<file path="src/rtl/io_guard.sv">
// Z80 I/O port policing: checks each I/O cycle against a hypervisor permission mask,
// flags disallowed accesses and captures the first offending access outside trap state.
module io_guard #(
  parameter int unsigned SYNC_STAGES = 2
) (
  input  logic        clk,
  input  logic        rst_n,
  input  logic        iorq_n,
  input  logic        rd_n,
  input  logic        wr_n,
  input  logic        m1_n,
  input  logic [7:0]  addr,
  input  logic [7:0]  data_in,
  input  logic        trap_state,
  input  logic        virtual_enabled,
  input  logic        cfg_we,
  input  logic [1:0]  cfg_sel,
  input  logic [7:0]  cfg_data,
  output logic        io_violation,
  output logic        cap_valid,
  output logic        cap_overrun,
  output logic [7:0]  cap_port,
  output logic [7:0]  cap_data,
  output logic        cap_dir,
  output logic [15:0] perm_mask
);

  typedef enum logic [2:0] {
    StIdle,
    StArm,
    StCheck,
    StActive,
    StWaitEnd
  } state_e;

  state_e state_q, state_d;

  logic [SYNC_STAGES-1:0] iorq_sync_q, rd_sync_q, wr_sync_q, m1_sync_q;
  logic [SYNC_STAGES-1:0] fill_q;
  logic                   block_q;
  logic                   io_violation_q;
  logic                   cap_valid_q, cap_overrun_q, cap_dir_q;
  logic [7:0]             cap_port_q, cap_data_q;
  logic [15:0]            perm_mask_q;

  logic iorq_s, rd_s, wr_s, m1_s;
  logic strobe, io_start, allowed, do_capture, cap_clear;

  assign iorq_s = iorq_sync_q[SYNC_STAGES-1];
  assign rd_s   = rd_sync_q[SYNC_STAGES-1];
  assign wr_s   = wr_sync_q[SYNC_STAGES-1];
  assign m1_s   = m1_sync_q[SYNC_STAGES-1];

  assign strobe     = !rd_s || !wr_s;
  // block_q keeps a cycle that straddles reset from being checked half-way through
  assign io_start   = !iorq_s && m1_s && !block_q;
  assign allowed    = perm_mask_q[addr[7:4]] || !virtual_enabled;
  assign do_capture = (state_q == StCheck) && !allowed && !trap_state;
  assign cap_clear  = cfg_we && (cfg_sel == 2'd2);

  always_comb begin
    state_d = state_q;
    unique case (state_q)
      StIdle: begin
        if (io_start) state_d = strobe ? StCheck : StArm;
      end
      StArm: begin
        if (iorq_s)      state_d = StIdle;
        else if (strobe) state_d = StCheck;
      end
      StCheck: begin
        state_d = allowed ? StWaitEnd : StActive;
      end
      StActive, StWaitEnd: begin
        if (iorq_s) state_d = StIdle;
      end
      default: state_d = StIdle;
    endcase
  end

  always_ff @(posedge clk) begin
    if (!rst_n) begin
      iorq_sync_q <= '1;
      rd_sync_q   <= '1;
      wr_sync_q   <= '1;
      m1_sync_q   <= '1;
      fill_q      <= '0;
      block_q     <= 1'b1;
      state_q     <= StIdle;
      io_violation_q <= 1'b0;
    end else begin
      iorq_sync_q <= {iorq_sync_q[SYNC_STAGES-2:0], iorq_n};
      rd_sync_q   <= {rd_sync_q[SYNC_STAGES-2:0], rd_n};
      wr_sync_q   <= {wr_sync_q[SYNC_STAGES-2:0], wr_n};
      m1_sync_q   <= {m1_sync_q[SYNC_STAGES-2:0], m1_n};
      // fill_q marks when the synchronizer output reflects real post-reset samples
      fill_q      <= {fill_q[SYNC_STAGES-2:0], 1'b1};
      if (fill_q[SYNC_STAGES-1] && iorq_s) block_q <= 1'b0;
      state_q        <= state_d;
      io_violation_q <= (state_d == StActive);
    end
  end

  always_ff @(posedge clk) begin
    if (!rst_n) begin
      perm_mask_q <= '0;
    end else if (cfg_we) begin
      if (cfg_sel == 2'd0) perm_mask_q[7:0]  <= cfg_data;
      if (cfg_sel == 2'd1) perm_mask_q[15:8] <= cfg_data;
    end
  end

  always_ff @(posedge clk) begin
    if (!rst_n) begin
      cap_valid_q   <= 1'b0;
      cap_overrun_q <= 1'b0;
      cap_port_q    <= '0;
      cap_data_q    <= '0;
      cap_dir_q     <= 1'b0;
    end else if (do_capture) begin
      // A clear on the capture edge frees the slot for this capture
      if (!cap_valid_q || cap_clear) begin
        cap_valid_q   <= 1'b1;
        cap_overrun_q <= 1'b0;
        cap_port_q    <= addr;
        cap_data_q    <= !wr_s ? data_in : 8'h00;
        cap_dir_q     <= !wr_s;
      end else begin
        cap_overrun_q <= 1'b1;
      end
    end else if (cap_clear) begin
      cap_valid_q   <= 1'b0;
      cap_overrun_q <= 1'b0;
    end
  end

  assign io_violation = io_violation_q;
  assign cap_valid    = cap_valid_q;
  assign cap_overrun  = cap_overrun_q;
  assign cap_port     = cap_port_q;
  assign cap_data     = cap_data_q;
  assign cap_dir      = cap_dir_q;
  assign perm_mask    = perm_mask_q;

endmodule
</file>
<file path="config.mk">
export PLATFORM = sky130hd
export DESIGN_NAME = io_guard
export DESIGN_NICKNAME = d
export VERILOG_FILES = /design/src/rtl/io_guard.sv
export SDC_FILE = /design/constraint.sdc
export NUM_CORES = 1
export LEC_CHECK = 0
export ABC_AREA = 1
export BUFFER_PORTS_ARGS = -buffer_cell sky130_fd_sc_hd__buf_2
export CORE_ASPECT_RATIO = 1.2
export CORE_MARGIN = 4
export CORE_UTILIZATION = 53
export CTS_BUF_LIST = sky130_fd_sc_hd__clkbuf_16
export DETAILED_ROUTE_END_ITERATION = 16
export GPL_ROUTABILITY_DRIVEN = 1
export GPL_TIMING_DRIVEN = 0
export PLACE_DENSITY = 0.86
export SKIP_LAST_GASP = 1
export SYNTH_ARGS = -nofsm -noshare
export SYNTH_HDL_FRONTEND = slang
export SYNTH_SLANG_ARGS = --single-unit
</file>
<file path="constraint.sdc">
create_clock -name clk -period 3.3 [get_ports clk]
set_input_delay 0.495 -clock clk [delete_from_list [all_inputs] [get_ports clk]]
set_output_delay 0.495 -clock clk [all_outputs]
set_load 0.03 [all_outputs]
</file>
### Word-level counts from Yosys, hierarchy flattened

Cells that the tools add are included.

* bits in registers: 50
* input bits: 35
* output and inout bits: 36

* $lt $le $gt $ge: 1
* equal/unequal tests: 8
* mux-type cells: 16
* reductions and logical operators: 25

Operators by type and width (number)
* two-way mux 3 bit: 5
* case mux 3 bit (4 select lines): 1
* == test 3 x 2 -> 1 bit, second input constant: 3
* zero test 1 bit: 8
* two-way mux 8 bit: 1
* AND reduction 2 bit: 4
* two-way mux 1 bit: 7
* logical AND 1 bit: 6
* less-than comparator 4 x 5 -> 1 bit, second input constant: 1
* binary-select mux 1 bit (select 4 bit): 1
* == test 3 x 1 -> 1 bit, second input constant: 1
* == test 3 bit, second input constant: 1
* zero test 3 bit: 1
* logical OR 1 bit: 3
* == test 2 x 1 -> 1 bit, second input constant: 1
* == test 2 bit, second input constant: 1
* zero test 2 bit: 1
* two-way mux 2 bit: 1
* inequality test 2 x 1 -> 1 bit, second input constant: 1
* nonzero test 2 bit: 1
* OR reduction 2 bit: 1

### Longest topological paths before layout

Gate-level depths: netlist (run 1).

* word-level depth: 8
* mapped depth: 13
* gate-level depth less buffers: 11

### Least setup slack after synthesis (run 1)

OpenSTA, ideal clock, no wires.

* path kind: input to register
* from: input addr[4]
* to: register cap_data_q[7], in the netlist cap_data[7]
* setup time: 0.132 ns
* arrival: 1.529 ns
* required time: 3.168 ns
* setup slack: 1.639 ns
* stages: 12
* buffers on the path: 2
* path through: buf_6 nand2_1 o21ai_0 nand2_1 nand3_1 nand3_1 nand3_2 nor2_4 nand3_2 buf_6 nand2_1 a21oi_1

* word-level cells in the longest chain between the ends: 7

RTL lines
* start, declared: RTL line 12 `input logic [7:0] addr,`
* binary-select mux 1 bit (select 4 bit): RTL line 57 `assign allowed = perm_mask_q[addr[7:4]] || !virtual_enabled;`
* two-way mux 1 bit (not written as such): RTL line 57
* logical OR 1 bit: RTL line 57
* zero test 1 bit: RTL line 58 `assign do_capture = (state_q == StCheck) && !allowed && !trap_state;`
* logical AND 1 bit (2 in series): RTL line 58
* AND reduction 2 bit (no line)
* end signal, assigned: RTL line 126 `cap_data_q <= !wr_s ? data_in : 8'h00;`
* end, declared: RTL line 43 `logic [7:0] cap_port_q, cap_data_q;`

No other way between the ends. The select of a mux whose other input is x is not followed.
A chain may end at the register's enable or synchronous reset.

### Final worst setup path (run 1)

* from: input addr[4]
* to: register state_q[0]

* word-level cells in the longest chain between the ends: 5

RTL lines
* binary-select mux 1 bit (select 4 bit): RTL line 57
* two-way mux 1 bit (not written as such): RTL line 57
* logical OR 1 bit: RTL line 57
* two-way mux 3 bit: RTL line 72 `state_d = allowed ? StWaitEnd : StActive;`
* case mux 3 bit (4 select lines): RTL line 63 `unique case (state_q)`
* end signal, assigned: RTL line 89 `state_q <= StIdle;`
* end signal, assigned: RTL line 99 `state_q <= state_d;`
* end, declared: RTL line 36 `state_e state_q, state_d;`

No other way between the ends. The select of a mux whose other input is x is not followed.

==> flow_metrics.env, run 1 <==
export IMPL_outcome="completed"
export IMPL_min_path_type="input pin to flip-flop"
export IMPL_synth_nets=305
export IMPL_ant_nets=0
export IMPL_htreeDepth=2
export IMPL_min_period_over_period_pct=53.5
export IMPL_min_period_ps=1770
export IMPL_synth_area_leaders="dfxtp_1 (49%), nand2_1 (8.0%), a21oi_1 (7.5%)"
export IMPL_reg2reg_depth=12
export IMPL_synth_compound_area_share_pct=14.3
export IMPL_drcViolationCount=0
export IMPL_antenna_cells=0
export IMPL_min_to="fill_q[0]"
export IMPL_firstDrtPassIters=5
export IMPL_hold_start="rst_n"
export IMPL_rrSetupSlack_ps=1620
export IMPL_worstSetupEndpointType="flip-flop"
export IMPL_ctsResizeCount=0
export IMPL_ys_async_sr_fraction_pct=0
export IMPL_cts_tree="built"
export IMPL_clkLatencyLatePin_ps=290
export IMPL_arrival_ps=1950
export IMPL_ys_types=21
export IMPL_hold_depth=1
export IMPL_clockBufferDepth=2
export IMPL_grtUsageTotal_pct=21.8
export IMPL_post_cts_setup_buffers=0
export IMPL_synth_top_family_by_area="simple AND/OR/NAND/NOR gates"
export IMPL_synth_adder_area_share_pct=0
export IMPL_clk_pin_slew_worst_paths_ps=60
export IMPL_die_h_um=76.3
export IMPL_setup_viol=0
export IMPL_cp_required_ps=3490
export IMPL_synthTopCellsByCount="dfxtp_1 (50), nand2_1 (44), inv_1 (38)"
export IMPL_clockRootBuffer="clkbuf_16"
export IMPL_finalHoldViolCount=0
export IMPL_fin_skew_ps=3.82
export IMPL_ys_warn_count=0
export IMPL_synth_top_area_cell="dfxtp_1"
export IMPL_grt_pass1_vias=1964
export IMPL_grt_setup_unrepaired="false"
export IMPL_portBuffers=70
export IMPL_slew_violations=0
export IMPL_maxCapViolations=0
export IMPL_die_area_sq_mm=0.00495
export IMPL_synth_xor_area_share_pct=0
export IMPL_nets=382
export IMPL_total_power_w=0.00124
export IMPL_vias=2075
export IMPL_syn_area_per_cell_sq_um=7.62
export IMPL_grt_overflow_total=0
export IMPL_critPathKind="input pin to flip-flop"
export IMPL_relSlewSlack_pct=69.2
export IMPL_area_delta_synth_final_pct=26.9
export IMPL_max_stage_delay_ps=210
export IMPL_setup_tns_ps=0
export IMPL_viasPerCell=5.19
export IMPL_gp_congestion=0.988
export IMPL_cts_buffers=5
export IMPL_cp_max_fo=10
export IMPL_drive_gt1_share_pct=27.3
export IMPL_routedWlPerCell_um=13.1
export IMPL_synthCells=270
export IMPL_io_pins=71
export IMPL_synthesis_area_sq_mm=0.00206
export IMPL_cp_cell_sequence="buf_2 > buf_6 > o21ai_0 > nand2_1 > nand3_1 > nand3_1 > nand3_2 > nor2_4 > buf_6 > nor2_1 > o21ai_0 > nand2_1 > inv_1"
export IMPL_max_freq_mhz=566
export IMPL_yosys_area_top_type_share_pct=48.6
export IMPL_synth_seq_cells=50
export IMPL_startpoint_type="input pin"
export IMPL_clock_sinks=50
export IMPL_synthMuxAreaShare_pct=0
export IMPL_leakage_nw=1.23
export IMPL_antenna_found_initial=0
export IMPL_synth_most_common_cell="dfxtp_1"
export IMPL_synth_flop_cell="dfxtp_1"
export IMPL_cp_slowest_cell="o21ai_0"
export IMPL_initial_core_util_pct=55.7
export IMPL_drt_wl_total_um=5230
export IMPL_grt_max_degree=15
export IMPL_synthSimpleGateAreaFrac_pct=25.5
export IMPL_synth_seq_area_share_pct=48.6
export IMPL_grt_pass1_wl_um=8610
export IMPL_core_sq_mm=0.00369
export IMPL_whs_ps=381
export IMPL_ctsHoldBuffers=0
export IMPL_vdd_drop_max_mv=0.326
export IMPL_rows=24
export IMPL_p_per_area_mw_per_mm2=475
export IMPL_tightest_slew_ps=463
export IMPL_post_dp_hpwl_um=3800
export IMPL_r2r_start="perm_mask[6]"
export IMPL_synth_edf_count=0
export IMPL_r2r_end="state_q[0]"
export IMPL_fp_dieW_um=64.9
export IMPL_drt_iter0_markers=147
## metal layers
metal	wire [um]	GRT usage, %
met5	0	0
met4	111	9.73
met3	507	6.93
met2	2540	36.5
met1	2070	24.8
## kinds of logic after synthesis
family / Yosys count
AOI/OAI and AO/OA: 57
and+or+nand+nor: 111
DFF: 50
buffers and inverters: 52
## registers in the layout (all words and copies together), names as in the netlist
| signal | flops |
|---|---|
| perm_mask | 16 |
| iorq_sync_q | 2 |
| block_q | 1 |
| m1_sync_q | 2 |
| cap_port | 8 |
| state_q | 3 |
| io_violation | 1 |
| cap_data | 8 |
| fill_q | 2 |
| cap_valid | 1 |
| cap_dir | 1 |
| wr_sync_q | 2 |
| rd_sync_q | 2 |
| cap_overrun | 1 |
## worst max-delay path, delay by kind of cell
kind	cells	cell delay (ps)
AND/OR/NAND/NOR	7	670
buffers and inverters	4	440
AO/OA/AOI/OAI	2	330
## area by class of cell
class,count,area [sq um]
Buffer,13,90.1
Clock buffer,5,125
Clock inverter,3,12.5
Fill cell,334,1080
Inverter,39,146
Multi-Input combinational cell,168,821
Sequential cell,50,1000
Tap cell,52,65.1
Timing Repair Buffer,70,350
## worst max-delay path by stage
stage                  from           to
finish              addr[4]   state_q[0]
global route        addr[4]  cap_port[4]
CTS                 addr[4]  cap_port[7]
detailed placement  addr[4]  cap_port[7]
global placement    addr[4]      cap_dir
floorplan           addr[4]  cap_data[7]
## power by group
part           leakage (nW)  switching (W)  internal [W]
Clock                0.0724       0.000209      0.000274
Combinational         0.753      0.0000827     0.0000449
Sequential            0.408     0.00000768      0.000621
## cells in the final DEF, fill, tap and decap left out, types with 5 or more instances in the layout
cell,instances
o21ai_0,22
a21oi_1,31
clkbuf_16,5
or2_2,8
nor2_1,20
buf_2,72
nand4_1,18
nand3_1,14
clkbuf_1,7
dfxtp_1,50
nand2_1,44
inv_1,39
## per-stage QoR
step	worst slack (ps)	area [sq um]	util [%]	std cells
3_5_place_dp	1260	2470	67.0	392
6_report	1530	2610	70.7	400
2_1_floorplan	1640	2060	-	270
3_3_place_gp	1300	2470	67.0	392
4_1_cts	1560	2610	70.7	400
5_1_grt	1400	2610	70.7	400
(Power assumes the default switching activity.)
==> inputs of run 2 (changes only) <==
--- a/config.mk
+++ b/config.mk
@@ -9,12 +9,12 @@
 export BUFFER_PORTS_ARGS = -buffer_cell sky130_fd_sc_hd__buf_2
 export CORE_ASPECT_RATIO = 1.2
 export CORE_MARGIN = 4
-export CORE_UTILIZATION = 53
+export CORE_UTILIZATION = 49
 export CTS_BUF_LIST = sky130_fd_sc_hd__clkbuf_16
 export DETAILED_ROUTE_END_ITERATION = 16
 export GPL_ROUTABILITY_DRIVEN = 1
 export GPL_TIMING_DRIVEN = 0
-export PLACE_DENSITY = 0.86
+export PLACE_DENSITY = 0.8
 export SKIP_LAST_GASP = 1
 export SYNTH_ARGS = -nofsm -noshare
 export SYNTH_HDL_FRONTEND = slang
==> constraint.sdc (replaced) <==
create_clock -name clk -period 1.8 [get_ports clk]
set_input_delay 0.27 -clock clk [delete_from_list [all_inputs] [get_ports clk]]
set_output_delay 0.27 -clock clk [all_outputs]
set_load 0.03 [all_outputs]
==> flow_metrics.env, run 2 (synthesis gave the netlist of run 1 again) <==
export IMPL_core_sq_mm=0.00400
export IMPL_fp_dieW_um=67.2
export IMPL_grtUsageTotal_pct=19.8
export IMPL_clkLatencyLatePin_ps=280
export IMPL_firstDrtPassIters=4
export IMPL_finalHoldViolCount=0
export IMPL_cts_buffers=5
export IMPL_antenna_cells=0
export IMPL_rows=25
export IMPL_vias=2042
export IMPL_worstSetupEndpointType="flip-flop"
export IMPL_cp_max_fo=10
export IMPL_post_dp_hpwl_um=3830
export IMPL_antenna_found_initial=0
export IMPL_most_common_layout_cells="buf_2 (72), dfxtp_1 (50), nand2_1 (44)"
export IMPL_clk_pin_slew_worst_paths_ps=60
export IMPL_max_stage_delay_ps=330
export IMPL_ant_nets=0
export IMPL_maxCapViolations=0
export IMPL_p_per_area_mw_per_mm2=915
export IMPL_area_delta_synth_final_pct=28.7
export IMPL_cp_cell_sequence="inv_1 > nand2_1 > nand3_1 > nand3_1 > nand3_1 > nand3_2 > nor2_4 > buf_6 > buf_12 > nand4_1 > a21oi_1"
export IMPL_finalWorstSetupSlack_ps=196
export IMPL_arrival_ps=1810
export IMPL_cp_slowest_cell="dfxtp_1"
export IMPL_leakage_nw=1.24
export IMPL_clockRootBuffer="clkbuf_16"
export IMPL_grt_setup_unrepaired="false"
export IMPL_initial_core_util_pct=51.4
export IMPL_whs_ps=149
export IMPL_grt_pass1_wl_um=8180
export IMPL_routedWlPerCell_um=12.6
export IMPL_grt_overflow_total=0
export IMPL_drt_wl_total_um=5070
export IMPL_die_area_sq_mm=0.00531
export IMPL_gp_congestion=0.894
export IMPL_min_period_ps=1600
export IMPL_min_path_type="input pin to flip-flop"
export IMPL_drcViolationCount=0
export IMPL_drive_gt1_share_pct=27.9
export IMPL_nets=382
export IMPL_htreeDepth=2
export IMPL_fin_skew_ps=3.08
export IMPL_cts_tree="built"
export IMPL_dp_slack_ps=-30.3
export IMPL_outcome="completed"
export IMPL_largest_reg_flops=16
export IMPL_relSlewSlack_pct=69.5
export IMPL_setup_viol=0
export IMPL_portBuffers=70
export IMPL_critical_path_most_common_cell="nand3_1"
export IMPL_cp_top_family="simple AND/OR/NAND/NOR gates"
export IMPL_io_pins=71
export IMPL_grt_max_degree=16
export IMPL_cp_buffers_inverters=3
export IMPL_clockBufferDepth=2
export IMPL_drt_iter0_markers=117
export IMPL_cp_required_ps=2010
export IMPL_slew_violations=0
export IMPL_viasPerCell=5.08
export IMPL_min_period_over_period_pct=89.1
export IMPL_post_cts_setup_buffers=0
export IMPL_die_h_um=79.0
export IMPL_final_common_cell="buf_2"
export IMPL_max_freq_mhz=623
export IMPL_startpoint_type="flip-flop"
export IMPL_vdd_drop_max_mv=0.531
export IMPL_grt_pass1_vias=1911
export IMPL_ctsHoldBuffers=0
export IMPL_critPathKind="flip-flop to flip-flop"
export IMPL_clock_sinks=50
export IMPL_tightest_slew_ps=458
==> run 2: cell types whose count changed in the layout (fill, tap and decap cells not counted), sizes merged <==
cell and change:
bufinv +1, inv -1
==> run 2: layout make-up <==
type                            count  area [sq um]
Sequential cell                    50          1000
Multi-Input combinational cell    168           828
Timing Repair Buffer               70           350
Inverter                           39           146
Tap cell                           54          67.6
Clock inverter                      3          40.0
Clock buffer                        5           125
Fill cell                         362          1360
Buffer                             13          90.1
==> run 2: metal layers <==
| metal | wire length, um | vias up | GRT usage (%) |
|---|---|---|---|
| met4 | 55 | 0 | 6.09 |
| met5 | 0 | - | 0 |
| met2 | 2460 | 90 | 33.4 |
| met3 | 537 | 5 | 5.94 |
| li1 | - | 1035 | - |
| met1 | 2020 | 912 | 23.7 |
==> run 2: worst paths after layout <==
path              slack (ps)  depth (start not counted)           start        endpoint
hold / removal           150                          1           rst_n       fill_q[0]
setup reg to reg         200                         11   perm_mask[13]     cap_data[7]
setup / recovery         200                         11   perm_mask[13]     cap_data[7]
hold reg to reg          410                          1  iorq_sync_q[0]  iorq_sync_q[1]
==> run 2: what timing repair did <==
item	in CTS	in global routing
endpoints found under the setup margin	0	1
resized for setup	0	1
endpoints found under the hold margin	0	0
==> run 2: worst register-to-register path, stage by stage, from the launching register on <==
cell,delay [ps]
dfxtp_1,330
inv_1,80
nand2_1,50
nand3_1,80
nand3_1,70
nand3_1,100
nand3_2,120
nor2_4,150
buf_6,160
buf_12,130
nand4_1,80
a21oi_1,180
==> run 2: power by group <==
part	leakage [nW]	total, W	internal, W	switching [W]
clock	0.0836	0.00104	0.000650	0.000389
sequential	0.408	0.00115	0.00114	0.0000140
combinational	0.754	0.000232	0.0000823	0.000149
total	1.24	0.00242	0.00187	0.000552
==> run 2: through the flow <==
stage          cell area [sq um]  power (W)  setup TNS (ps)  utilization [%]  cells
3_5_place_dp                2480    0.00141           -98.7             61.8    394
3_3_place_gp                2480    0.00140               0             61.8    394
6_report                    2650    0.00242               0             66.2    402
2_1_floorplan               2060    0.00132               0                -    270
5_1_grt                     2650    0.00252               0             66.2    402
4_1_cts                     2640    0.00245               0             66.0    402
==> inputs of run 3 (changes only) <==
--- a/config.mk
+++ b/config.mk
@@ -9,12 +9,12 @@
 export BUFFER_PORTS_ARGS = -buffer_cell sky130_fd_sc_hd__buf_2
 export CORE_ASPECT_RATIO = 1.2
 export CORE_MARGIN = 4
-export CORE_UTILIZATION = 49
+export CORE_UTILIZATION = 30
 export CTS_BUF_LIST = sky130_fd_sc_hd__clkbuf_16
 export DETAILED_ROUTE_END_ITERATION = 16
 export GPL_ROUTABILITY_DRIVEN = 1
 export GPL_TIMING_DRIVEN = 0
-export PLACE_DENSITY = 0.8
+export PLACE_DENSITY = 0.54
 export SKIP_LAST_GASP = 1
 export SYNTH_ARGS = -nofsm -noshare
 export SYNTH_HDL_FRONTEND = slang
==> flow_metrics.env, run 3 (synthesis gave the netlist of run 1 again) <==
export IMPL_drcViolationCount=0
export IMPL_drt_wl_total_um=5510
export IMPL_setup_tns_ps=0
export IMPL_finalWorstSetupSlack_ps=258
export IMPL_htreeDepth=2
export IMPL_initial_core_util_pct=31.3
export IMPL_gp_congestion=0.875
export IMPL_tightest_slew_ps=494
export IMPL_largest_reg_flops=16
export IMPL_finalHoldViolCount=0
export IMPL_portBuffers=70
export IMPL_clkLatencyLatePin_ps=280
export IMPL_min_period_ps=1540
export IMPL_fin_util_pct=41.0
export IMPL_final_common_cell="buf_2"
export IMPL_worstSetupEndpointType="flip-flop"
export IMPL_area_delta_synth_final_pct=30.8
export IMPL_grt_setup_unrepaired="false"
export IMPL_post_dp_hpwl_um=4090
export IMPL_most_common_layout_cells="buf_2 (72), dfxtp_1 (50), nand2_1 (44)"
export IMPL_firstDrtPassIters=4
export IMPL_fin_skew_ps=3.32
export IMPL_drt_iter0_markers=54
export IMPL_nets=382
export IMPL_placed_area_sq_mm=0.00251
export IMPL_clockBufferDepth=2
export IMPL_grt_overflow_total=0
export IMPL_clockRootBuffer="clkbuf_16"
export IMPL_cts_buffers=5
export IMPL_fillCellCount=716
export IMPL_grtUsageTotal_pct=13.9
export IMPL_die_area_sq_mm=0.00826
export IMPL_outcome="completed"
export IMPL_critPathKind="flip-flop to flip-flop"
export IMPL_rows=32
export IMPL_clock_sinks=50
export IMPL_multiInputGateArea_sq_um=828
export IMPL_setup_viol=0
export IMPL_cts_tree="built"
export IMPL_startpoint_type="flip-flop"
export IMPL_cp_max_fo=10
export IMPL_min_period_over_period_pct=85.7
export IMPL_post_route_cell_area_sq_mm=0.00269
export IMPL_core_sq_mm=0.00657
export IMPL_antenna_cells=0
export IMPL_post_cts_setup_buffers=0
export IMPL_relSlewSlack_pct=67.0
export IMPL_p_per_area_mw_per_mm2=914
export IMPL_min_path_type="input pin to flip-flop"
export IMPL_die_h_um=98.7
export IMPL_maxCapViolations=0
export IMPL_grt_pass1_vias=1947
export IMPL_drive_gt1_share_pct=27.9
export IMPL_seq_area_sq_mm=0.00100
export IMPL_vdd_drop_max_mv=0.483
export IMPL_viasPerCell=4.56
export IMPL_grt_max_degree=17
export IMPL_leakage_nw=1.25
export IMPL_ant_nets=0
export IMPL_fp_dieW_um=83.6
export IMPL_clk_pin_slew_worst_paths_ps=70
export IMPL_slew_violations=0
export IMPL_dp_slack_ps=-41.1
export IMPL_cp_required_ps=1990
export IMPL_arrival_ps=1730
export IMPL_grt_pass1_wl_um=9320
export IMPL_max_freq_mhz=648
export IMPL_io_pins=71
export IMPL_antenna_found_initial=0
export IMPL_routedWlPerCell_um=12.7
export IMPL_vias=1973
-- run 3: layout make-up --
| class | instances | share of cell area [%] |
|---|---|---|
| Multi-Input combinational cell | 168 | 30.8 |
| Tap cell | 85 | 3.95 |
| Timing Repair Buffer | 70 | 13.0 |
| Clock buffer | 5 | 4.65 |
| Inverter | 39 | 5.44 |
| Sequential cell | 50 | 37.2 |
| Clock inverter | 3 | 1.63 |
| Buffer | 13 | 3.35 |
-- run 3: power by group --
part | switching [W] | total (W) | leakage, nW | internal, W
logic | 0.000152 | 0.000234 | 0.754 | 0.0000823
registers | 0.0000135 | 0.00115 | 0.408 | 0.00114
clock network | 0.000415 | 0.00107 | 0.0842 | 0.000658
-- run 3: worst paths after layout --
path | cells after the start | to | slack (ps) | startpoint
min | 1 | fill_q[0] | 160 | rst_n
max reg2reg | 12 | state_q[0] | 260 | perm_mask[2]
min reg2reg | 1 | wr_sync_q[1] | 410 | wr_sync_q[0]
max | 12 | state_q[0] | 260 | perm_mask[2]
-- run 3: routing by layer --
layer | global-route usage [%] | up-vias | wire length [um]
met5 | 0 | - | 0
met4 | 4.08 | 0 | 63
met3 | 4.60 | 5 | 426
met2 | 22.3 | 69 | 2420
met1 | 18.0 | 864 | 2600
li1 | - | 1035 | -
-- run 3: worst max-delay path: stages (launching register included) --
cell and delay, ps:
dfxtp_1 320, inv_1 50, o21ai_0 170, nand2_1 80, nand3_1 70, nand3_1 80
nand3_2 110, nor2_4 50, buf_6 140, nor2_1 160, o21ai_0 110, nand2_1 60
inv_1 40
-- run 3: repair_timing --
action,4_1_cts,5_1_grt
setup endpoints to repair,0,5
hold buffers,0,0
gates resized for setup,0,1
-- run 3: stage by stage --
| step | cells | total power (W) | hold slack (ps) |
|---|---|---|---|
| finish | 433 | 0.00246 | 156 |
| CTS | 433 | 0.00249 | 155 |
| global route | 433 | 0.00257 | 147 |
| detailed placement | 425 | 0.00141 | 397 |
| global placement | 425 | 0.00141 | 395 |
| floorplan | 270 | 0.00132 | 298 |
